<file path="config.mk">
export PLATFORM = sky130hd
export DESIGN_NAME = kv_cache_tag_ctrl
export DESIGN_NICKNAME = d
export VERILOG_FILES = /design/src/rtl/kv_cache_tag_ctrl.sv
export SDC_FILE = /design/constraint.sdc
export NUM_CORES = 1
export LEC_CHECK = 0
export CAP_MARGIN = 20
export CORE_UTILIZATION = 33
export CTS_BUF_LIST = sky130_fd_sc_hd__clkbuf_8
export CTS_CLUSTER_DIAMETER = 50
export DETAILED_ROUTE_END_ITERATION = 8
export GPL_TIMING_DRIVEN = 0
export PLACE_DENSITY_LB_ADDON = 0.3
export SLEW_MARGIN = 20
export SYNTH_ARGS = -nofsm -noshare
export SYNTH_HDL_FRONTEND = slang
export SYNTH_SLANG_ARGS = --single-unit
</file>
<file path="constraint.sdc">
create_clock -name i_clk -period 12.65 [get_ports i_clk]
set_clock_uncertainty 0.15 [all_clocks]
set_input_delay 2.53 -clock i_clk [delete_from_list [all_inputs] [get_ports i_clk]]
set_output_delay 2.53 -clock i_clk [all_outputs]
set_load 0.005 [all_outputs]
</file>
<file path="src/rtl/kv_cache_tag_ctrl.sv">
// kv_cache_tag_ctrl: tag/valid arrays, hit/miss resolution,
// victim choice and line refill / flush sequencing for a set-assoc cache.
//
// Ports:
//   i_clk, i_rstn          clock, async active-low reset
//   i_req_valid/o_req_ready, i_req_addr   lookup request handshake
//   o_resp_valid/hit/way   one-cycle response, one-hot way
//   o_lru_en/hitway/index  LRU update for the looked-up set
//   i_lru_killmask         LRU victim mask (comb on o_lru_index)
//   o_refill_valid/addr, i_refill_ready, i_refill_done   line refill
//   i_flush                invalidate-all request
module kv_cache_tag_ctrl #(
   parameter int WAY_NUM    = 4,
   parameter int LINE_NUM   = 64,
   parameter int ADDR_WIDTH = 32,
   parameter int LINE_BYTES = 16,
   localparam int SETS  = LINE_NUM / WAY_NUM,
   localparam int OFS_W = $clog2(LINE_BYTES),
   localparam int IDX_W = $clog2(SETS),
   localparam int TAG_W = ADDR_WIDTH - IDX_W - OFS_W
) (
   input  logic                  i_clk,
   input  logic                  i_rstn,
   input  logic                  i_req_valid,
   output logic                  o_req_ready,
   input  logic [ADDR_WIDTH-1:0] i_req_addr,
   output logic                  o_resp_valid,
   output logic                  o_resp_hit,
   output logic [WAY_NUM-1:0]    o_resp_way,
   output logic                  o_lru_en,
   output logic [WAY_NUM-1:0]    o_lru_hitway,
   output logic [IDX_W-1:0]      o_lru_index,
   input  logic [WAY_NUM-1:0]    i_lru_killmask,
   output logic                  o_refill_valid,
   input  logic                  i_refill_ready,
   output logic [ADDR_WIDTH-1:0] o_refill_addr,
   input  logic                  i_refill_done,
   input  logic                  i_flush
);

   typedef enum logic [2:0] {
      S_IDLE,
      S_LOOKUP,
      S_MISS_REQ,
      S_MISS_WAIT,
      S_FILL,
      S_FLUSH
   } state_t;

   localparam logic [ADDR_WIDTH-1:0] LINE_MASK =
      {{(ADDR_WIDTH-OFS_W){1'b1}}, {OFS_W{1'b0}}};
   localparam logic [IDX_W-1:0] LAST_SET = IDX_W'(SETS - 1);

   state_t                  state_q;
   state_t                  state_d;
   logic [ADDR_WIDTH-1:0]   addr_q;
   logic [WAY_NUM-1:0]      victim_q;
   logic                    flush_pend_q;
   logic [IDX_W-1:0]        flush_cnt_q;
   logic [WAY_NUM-1:0]      valid_q [SETS];
   logic [TAG_W-1:0]        tag_q   [SETS][WAY_NUM];

   logic [TAG_W-1:0]        req_tag;
   logic [IDX_W-1:0]        req_idx;
   logic [WAY_NUM-1:0]      set_valid;
   logic [WAY_NUM-1:0]      hit_vec;
   logic [WAY_NUM-1:0]      hit_oh;
   logic [WAY_NUM-1:0]      victim_d;
   logic                    is_hit;
   logic                    accept;
   logic                    fill;
   logic                    flush_last;

   // One-hot of the lowest set bit; zero in, zero out.
   function automatic logic [WAY_NUM-1:0] low1(
      input logic [WAY_NUM-1:0] v
   );
      logic [WAY_NUM-1:0] r;
      r = '0;
      for (int i = WAY_NUM - 1; i >= 0; i--) begin
         if (v[i]) begin
            r    = '0;
            r[i] = 1'b1;
         end
      end
      return r;
   endfunction

   assign req_tag   = addr_q[ADDR_WIDTH-1 -: TAG_W];
   assign req_idx   = addr_q[OFS_W +: IDX_W];
   assign set_valid = valid_q[req_idx];

   always_comb begin
      hit_vec = '0;
      for (int w = 0; w < WAY_NUM; w++) begin
         hit_vec[w] = set_valid[w] &&
                      (tag_q[req_idx][w] == req_tag);
      end
   end

   // A corrupted set with several matching ways still yields one way.
   assign hit_oh = low1(hit_vec);
   assign is_hit = |hit_vec;

   // Free ways are consumed before the LRU is asked to evict.
   always_comb begin
      victim_d = '0;
      if (|(~set_valid)) begin
         victim_d = low1(~set_valid);
      end else if (|i_lru_killmask) begin
         victim_d = low1(i_lru_killmask);
      end else begin
         victim_d[WAY_NUM-1] = 1'b1;
      end
   end

   assign accept = (state_q == S_IDLE) && !flush_pend_q &&
                   i_req_valid;
   assign fill   = ((state_q == S_MISS_WAIT) && i_refill_done) ||
                   (state_q == S_FILL);
   assign flush_last = (flush_cnt_q == LAST_SET);

   // State register.
   always_ff @(posedge i_clk or negedge i_rstn) begin
      if (!i_rstn) begin
         state_q <= S_IDLE;
      end else begin
         state_q <= state_d;
      end
   end

   // Next-state logic.
   always_comb begin
      state_d = state_q;
      unique case (state_q)
         S_IDLE: begin
            if (flush_pend_q) begin
               state_d = S_FLUSH;
            end else if (i_req_valid) begin
               state_d = S_LOOKUP;
            end
         end
         S_LOOKUP: begin
            state_d = is_hit ? S_IDLE : S_MISS_REQ;
         end
         S_MISS_REQ: begin
            if (i_refill_ready) begin
               state_d = i_refill_done ? S_FILL : S_MISS_WAIT;
            end
         end
         S_MISS_WAIT: begin
            if (i_refill_done) begin
               state_d = S_IDLE;
            end
         end
         S_FILL: begin
            state_d = S_IDLE;
         end
         S_FLUSH: begin
            if (flush_last) begin
               state_d = S_IDLE;
            end
         end
         default: begin
            state_d = S_IDLE;
         end
      endcase
   end

   // Output logic.
   always_comb begin
      o_req_ready    = 1'b0;
      o_resp_valid   = 1'b0;
      o_resp_hit     = 1'b0;
      o_resp_way     = '0;
      o_lru_en       = 1'b0;
      o_lru_hitway   = '0;
      o_refill_valid = 1'b0;
      unique case (state_q)
         S_IDLE: begin
            o_req_ready = !flush_pend_q;
         end
         S_LOOKUP: begin
            o_lru_en     = 1'b1;
            o_lru_hitway = hit_oh;
            if (is_hit) begin
               o_resp_valid = 1'b1;
               o_resp_hit   = 1'b1;
               o_resp_way   = hit_oh;
            end
         end
         S_MISS_REQ: begin
            o_refill_valid = 1'b1;
         end
         S_MISS_WAIT: begin
            if (i_refill_done) begin
               o_resp_valid = 1'b1;
               o_resp_way   = victim_q;
            end
         end
         S_FILL: begin
            o_resp_valid = 1'b1;
            o_resp_way   = victim_q;
         end
         S_FLUSH: begin
            o_req_ready = 1'b0;
         end
         default: begin
            o_req_ready = 1'b0;
         end
      endcase
   end

   assign o_lru_index   = req_idx;
   assign o_refill_addr = addr_q & LINE_MASK;

   always_ff @(posedge i_clk or negedge i_rstn) begin
      if (!i_rstn) begin
         addr_q <= '0;
      end else if (accept) begin
         addr_q <= i_req_addr;
      end
   end

   always_ff @(posedge i_clk or negedge i_rstn) begin
      if (!i_rstn) begin
         victim_q <= '0;
      end else if ((state_q == S_LOOKUP) && !is_hit) begin
         victim_q <= victim_d;
      end
   end

   // A pending flush in IDLE always enters FLUSH, so IDLE clears it.
   always_ff @(posedge i_clk or negedge i_rstn) begin
      if (!i_rstn) begin
         flush_pend_q <= 1'b0;
      end else if (i_flush) begin
         flush_pend_q <= 1'b1;
      end else if (state_q == S_IDLE) begin
         flush_pend_q <= 1'b0;
      end
   end

   always_ff @(posedge i_clk or negedge i_rstn) begin
      if (!i_rstn) begin
         flush_cnt_q <= '0;
      end else if (state_q == S_FLUSH) begin
         flush_cnt_q <= flush_last ? '0 : flush_cnt_q + 1'b1;
      end
   end

   always_ff @(posedge i_clk or negedge i_rstn) begin
      if (!i_rstn) begin
         for (int s = 0; s < SETS; s++) begin
            valid_q[s] <= '0;
         end
      end else if (state_q == S_FLUSH) begin
         valid_q[flush_cnt_q] <= '0;
      end else if (fill) begin
         valid_q[req_idx] <= set_valid | victim_q;
      end
   end

   // Tags need no reset: a way is only consulted while valid.
   always_ff @(posedge i_clk) begin
      if (fill) begin
         for (int w = 0; w < WAY_NUM; w++) begin
            if (victim_q[w]) begin
               tag_q[req_idx][w] <= req_tag;
            end
         end
      end
   end

endmodule

</file>
== Word level (Yosys, flattened, before mapping) ==
Memories as Yosys holds them, arrays and structs flattened.
Cells that the tools add are included.

* Bits of input ports: 42
* Memories kept: 1
* Flip-flop bits (word level): 108
* Bits in writable memories: 1536

* Equal/unequal tests: 14
* Reductions and logical operators: 20
* Muxes and demuxes: 59
* Bitwise logic cells: 6
* $add $sub $neg: 1
* $lt $le $gt $ge: 4

{| class="wikitable"
|+ Memory list
! memory !! depth !! width !! read ports !! clocked after memory_dff !! write ports !! line !! source
|-
| tag_q || 16 || 96 || 1 || 0 || 1 || 61 || <nowiki>logic [TAG_W-1:0] tag_q [SETS][WAY_NUM];</nowiki>
|}

{| class="wikitable"
|+ Operators with widths
! cell !! number
|-
| 64-bit two-way mux || 2
|-
| 24-bit == test || 4
|-
| 4-bit two-way mux || 21
|-
| 64-bit bitwise AND || 1
|-
| 64-bit bitwise mux || 1
|-
| 64-bit inverter || 1
|-
| 4-bit demux with 4-bit select || 2
|-
| 1-bit two-way mux || 21
|-
| 3-bit two-way mux || 7
|-
| 4-bit binary-select mux with 4-bit select || 1
|-
| 3-bit case mux with 5 select lines || 1
|-
| 4-bit case mux with 3 select lines || 1
|-
| 4-bit OR reduction || 3
|-
| 5-bit >= comparator (second input constant) || 2
|-
| 1-bit logical AND || 10
|-
| 5-bit by 1-bit less-than comparator with 1-bit output (second input constant) || 2
|-
| 4-bit inverter with 5-bit output || 2
|-
| 3-bit by 2-bit == test with 1-bit output (second input constant) || 2
|-
| 3-bit == test (second input constant) || 2
|-
| 2-bit inequality test (second input constant) || 3
|-
| 4-bit by 1-bit adder with 4-bit output (second input constant) || 1
|-
| 4-bit == test (second input constant) || 1
|-
| 4-bit inverter || 1
|-
| 4-bit bitwise OR || 1
|-
| other kinds (9) || 11
|}

== Depth between registers and ports, before layout ==
* Depth in word-level cells: 11
* Gate-level depth with buffers: 16
* Gate-level depth less buffers: 10

== Worst setup path before layout ==
No wires, ideal clock.

* Kind: flip-flop to output port
* Start: register addr_q[8]
* End: output o_resp_way[3]
* Arrival: 3.472 ns
* Buffers on the path: 1
* Path slack: 6.498 ns
* Stages on the path, launching flop included: 12
* Data required time: 9.970 ns
* Path through: dfrtp_1 -> clkbuf_4 -> clkinv_1 -> a22o_1 -> a2111oi_0 -> o311a_1 -> o221a_2 -> o2111ai_1 -> a2111oi_2 -> nand3b_2 -> nor4b_2 -> a21o_1

* Cells in the longest elaborated chain, start to end: 8

{| class="wikitable"
|+ RTL lines
! item !! line !! source
|-
| start: declaration || 56 || <nowiki>logic [ADDR_WIDTH-1:0] addr_q;</nowiki>
|-
| start signal: assignment || 221 || <nowiki>addr_q <= i_req_addr;</nowiki>
|-
| 24-bit == test || 97 || <nowiki>(tag_q[req_idx][w] == req_tag);</nowiki>
|-
| 1-bit logical AND || 96 || <nowiki>hit_vec[w] = set_valid[w] &&</nowiki>
|-
| 4-bit two-way mux (4 in a row) || 81 || <nowiki>if (v[i]) begin</nowiki>
|-
| 4-bit two-way mux (*) || 186 || <nowiki>if (is_hit) begin</nowiki>
|-
| 4-bit case mux with 3 select lines (*) || 179 || <nowiki>unique case (state_q)</nowiki>
|-
| end: declaration || 29 || <nowiki>output logic [WAY_NUM-1:0] o_resp_way,</nowiki>
|}

Every way passes the cells marked *; elsewhere a longest branch is shown, timed or not.

== Worst setup path after layout ==
* Start: register addr_q[7]
* End: output o_resp_way[3]

* Cells in the longest elaborated chain, start to end: 11

{| class="wikitable"
|+ RTL lines
! item !! line
|-
| parallel branches: the longest is 9 deep, another holds memory read 16 x 96 bit || n/a
|-
| 4-bit two-way mux (*) || 186
|-
| 4-bit case mux with 3 select lines (*) || 179
|}

Mark *: on every way between the ends. The select of a mux whose other input is x is not followed.

==> results.sh <==
export IMPL_regToRegStartpoint="addr_q[7]"
export IMPL_ys_seq_elements=1640
export IMPL_post_route_cells_drive_above_1_share_pct=27.2
export IMPL_grt_max_degree=80
export IMPL_route_final_wire_length_mm=242
export IMPL_vdd_ir_drop_worst_mv=0.157
export IMPL_timing_critical_path_required_ns=9.97
export IMPL_die_w_um=450
export IMPL_timing_hold_ws_ns=0.335
export IMPL_internal_power_mw=10.9
export IMPL_yosysUniqueCellTypes=85
export IMPL_initial_utilization_pct=33.3
export IMPL_global_route_usage_met3_pct=6.43
export IMPL_timing_hold_worst_start="valid_q[6]"
export IMPL_max_freq_ghz=0.0926
export IMPL_hold_path_class="register to register"
export IMPL_hold_buffers=0
export IMPL_combPwrFrac_pct=33.8
export IMPL_rsz_0062_raised_after_global_routing="no"
export IMPL_power_total_mw=17.4
export IMPL_busiest_layer="met2"
export IMPL_postRouteAntennaNets=0
export IMPL_max_fanout_on_critical_path=10
export IMPL_clk_path_buf_depth=4
export IMPL_timing_critical_path_from_type="register"
export IMPL_num_fill_cells=17900
export IMPL_status="finished clean"
export IMPL_post_cts_sizing=0
export IMPL_critPathLaunch="addr_q[7]"
export IMPL_power_frac_seq_pct=40.3
export IMPL_use_met1_pct=31.3
export IMPL_cts_tree="done"
export IMPL_synthDominantCellAreaShare_pct=69.8
export IMPL_finish_cell_count_without_fillers=6671
export IMPL_setup_total_negative_slack_ns=0
export IMPL_hold_violations=0
export IMPL_synth_area_leader_cell="edfxtp_1"
export IMPL_synthArstFlopShare_pct=6.34
export IMPL_number_of_antenna_violations_at_the_first_check_in_global_routing=13
export IMPL_max_slew_margin_pct=17.5
export IMPL_use_met2_pct=35.4
export IMPL_cp_end_kind="output port"
export IMPL_grt_ovfl_total=0
export IMPL_finalCoreUtilization_pct=39.3
export IMPL_synth_main_ff_cell="edfxtp_1"
export IMPL_finalSetupViolCount=0
export IMPL_wl_per_cell_um=36.3
export IMPL_synth_edff_count=1536
export IMPL_syn_area_per_cell_um2=19.7
export IMPL_worst_pin_slew_ns=1.21
export IMPL_overall_die_area_mm2=0.202
export IMPL_p_leak_nw=25.4
export IMPL_p_clk_share_pct=25.9
export IMPL_regToRegSetupSlack_ns=5.97
export IMPL_viasPerCell=5.81
export IMPL_place_hpwl_mm=159
export IMPL_worst_setup_hold_path_clk_slew_ns=0.06
export IMPL_drt_iter0_markers=6362
export IMPL_place_gp_congestion=0.909
export IMPL_dpl_instance_area_mm2=0.0729
export IMPL_design_area_mm2=0.0780
export IMPL_grt_usage_pct=23.6
export IMPL_route_vias_total=38800
export IMPL_pwr_density_cell_mw_per_mm2=223
export IMPL_synthMostInstantiatedCell="edfxtp_1"
export IMPL_ios=91
export IMPL_synth_seq_area_share_pct=73.7
export IMPL_synth_warning_count=0
export IMPL_grt_first_pass_wirelength_mm=323
export IMPL_timing_final_ws_setup_ns=1.85
export IMPL_netlist_instances=3356
export IMPL_flow_area_growth_from_synthesis_pct=18.0
export IMPL_power_switching_mw=6.51
export IMPL_firstDrtPassIters=7
export IMPL_path_class="register to output port"
export IMPL_fin_crit_sh_pct=85.4
export IMPL_cell_depth_of_the_worst_min_delay_path=2
export IMPL_final_nets=3874
export IMPL_cp_arrival_ns=8.12
export IMPL_core_area_mm2=0.198
export IMPL_period_needed_ns=10.80
export IMPL_mappedNetlistArea_mm2=0.0661
export IMPL_worst_skew_pair_late_latency_ns=1.04
export IMPL_clock_tree_htree_level_count=5
export IMPL_r2r_worst_path_cells=13
export IMPL_pre_cts_slack_ns=3.18
export IMPL_tritoncts_num_sinks=1640
export IMPL_die_h_um=450
export IMPL_switching_share_pct=37.4
export IMPL_postCtsSetupBuffers=0
export IMPL_cap_violations=0
export IMPL_final_max_slew_viol_count=0
export IMPL_cts_root_buffer="clkbuf_8"
export IMPL_remaining_drc_errors=0
export IMPL_cts_buffers=292
export IMPL_place_inst=6173
export IMPL_first_global_vias=37500
export IMPL_synthTopCellsByCount="edfxtp_1 (1536), mux4_2 (349), mux2i_1 (224)"
export IMPL_std_cell_rows=163
export IMPL_number_of_input_and_output_port_buffers_inserted=81
export IMPL_synthTopCellsByArea="edfxtp_1 (70%), mux4_2 (12%), dfrtp_1 (3.9%)"
final timing paths:
| kind | endpoint |
|---|---|
| max | o_resp_way[3] |
| min | valid_q[6] |
| max reg2reg | victim_q[0] |
| min reg2reg | valid_q[6] |
| max in group asynchronous | addr_q[25] |
| min in group asynchronous | addr_q[6] |
metal layers:
layer	up-vias	wire length (um)
li1	14800	-
met1	20600	92900
met2	2822	107000
met3	624	27900
met4	2	14300
met5	-	13
kinds of logic (layout without fill, tap and decap cells):
| logic type | count (synthesis) | in the layout | synth area share (%) |
|---|---|---|---|
| compound gates | 339 | 339 | 3.50 |
| xor+xnor | 100 | 100 | 1.33 |
| fa+ha+maj | 4 | 4 | 0.0757 |
| buf+inv | 222 | 883 | 2.08 |
| flops | 1640 | 1640 | 73.7 |
| mux | 628 | 628 | 16.3 |
| other cells | 1 | 15 | 0.00567 |
| simple gates | 422 | 422 | 3.04 |
sequential cells by signal, indices dropped and copies added (netlist names):
signal	flops
victim_q	4
state_q	3
addr_q	28
flush_cnt_q	4
valid_q	64
tag_q	1536
flush_pend_q	1
power groups by stage:
stage | Clock [mW] | Combinational, mW | Sequential, mW
6_report | 4.51 | 5.89 | 7.01
5_1_grt | 4.76 | 5.94 | 7.02
4_1_cts | 4.53 | 5.75 | 7.00
3_5_place_dp | 0 | 5.74 | 7.11
3_3_place_gp | 0 | 5.01 | 7.63
2_1_floorplan | 0 | 2.82 | 7.08
worst max-delay path, cell delays in order, from the launching register on:
cell             delay, ns
dfrtp_1               0.47
buf_2                 0.27
inv_1                 0.32
buf_2                 0.66
buf_2                 0.63
buf_1                 0.91
nand2_1               0.11
a31oi_1               0.46
xor2_1                0.31
nor4_1                0.11
nand4_1               0.56
nand3b_2              0.66
nor4b_2               0.90
a21o_1                0.18
clkdlybuf4s50_1       0.50
final cells by class:
type                            instances  area (um2)  share of cell area [%]
Sequential cell                      1640       48800                    62.6
Tap cell                             2640        3300                    4.23
Timing Repair Buffer                  175        2970                    3.80
Multi-Input combinational cell       1497       16400                    21.0
Clock buffer                          304        4180                    5.36
Clock inverter                        182         890                    1.14
Inverter                               32         120                   0.154
Buffer                                190        1290                    1.66
Antenna cell                           11        27.5                  0.0353
layout by cell type (no fill, tap or decap), types with 12 or more instances in the layout:
cell type / instances
a21oi_1: 29
a22o_1: 12
a22oi_1: 49
a31oi_1: 14
and2_2: 16
buf_12: 54
buf_16: 41
buf_2: 57
buf_4: 34
buf_6: 31
clkbuf_1: 29
clkbuf_2: 25
clkbuf_8: 305
clkdlybuf4s50_1: 80
clkinv_1: 60
clkinv_2: 19
dfrtp_1: 80
dfrtp_4: 24
edfxtp_1: 1536
inv_1: 120
mux2_2: 50
mux2i_1: 224
mux4_2: 349
nand2_1: 138
nand3_1: 74
nand4_1: 14
nor2_1: 35
nor2_4: 49
nor2b_1: 12
nor3_1: 23
o21ai_0: 101
o22ai_1: 28
xnor2_1: 84
xor2_1: 16
(Power assumes the default switching activity.)
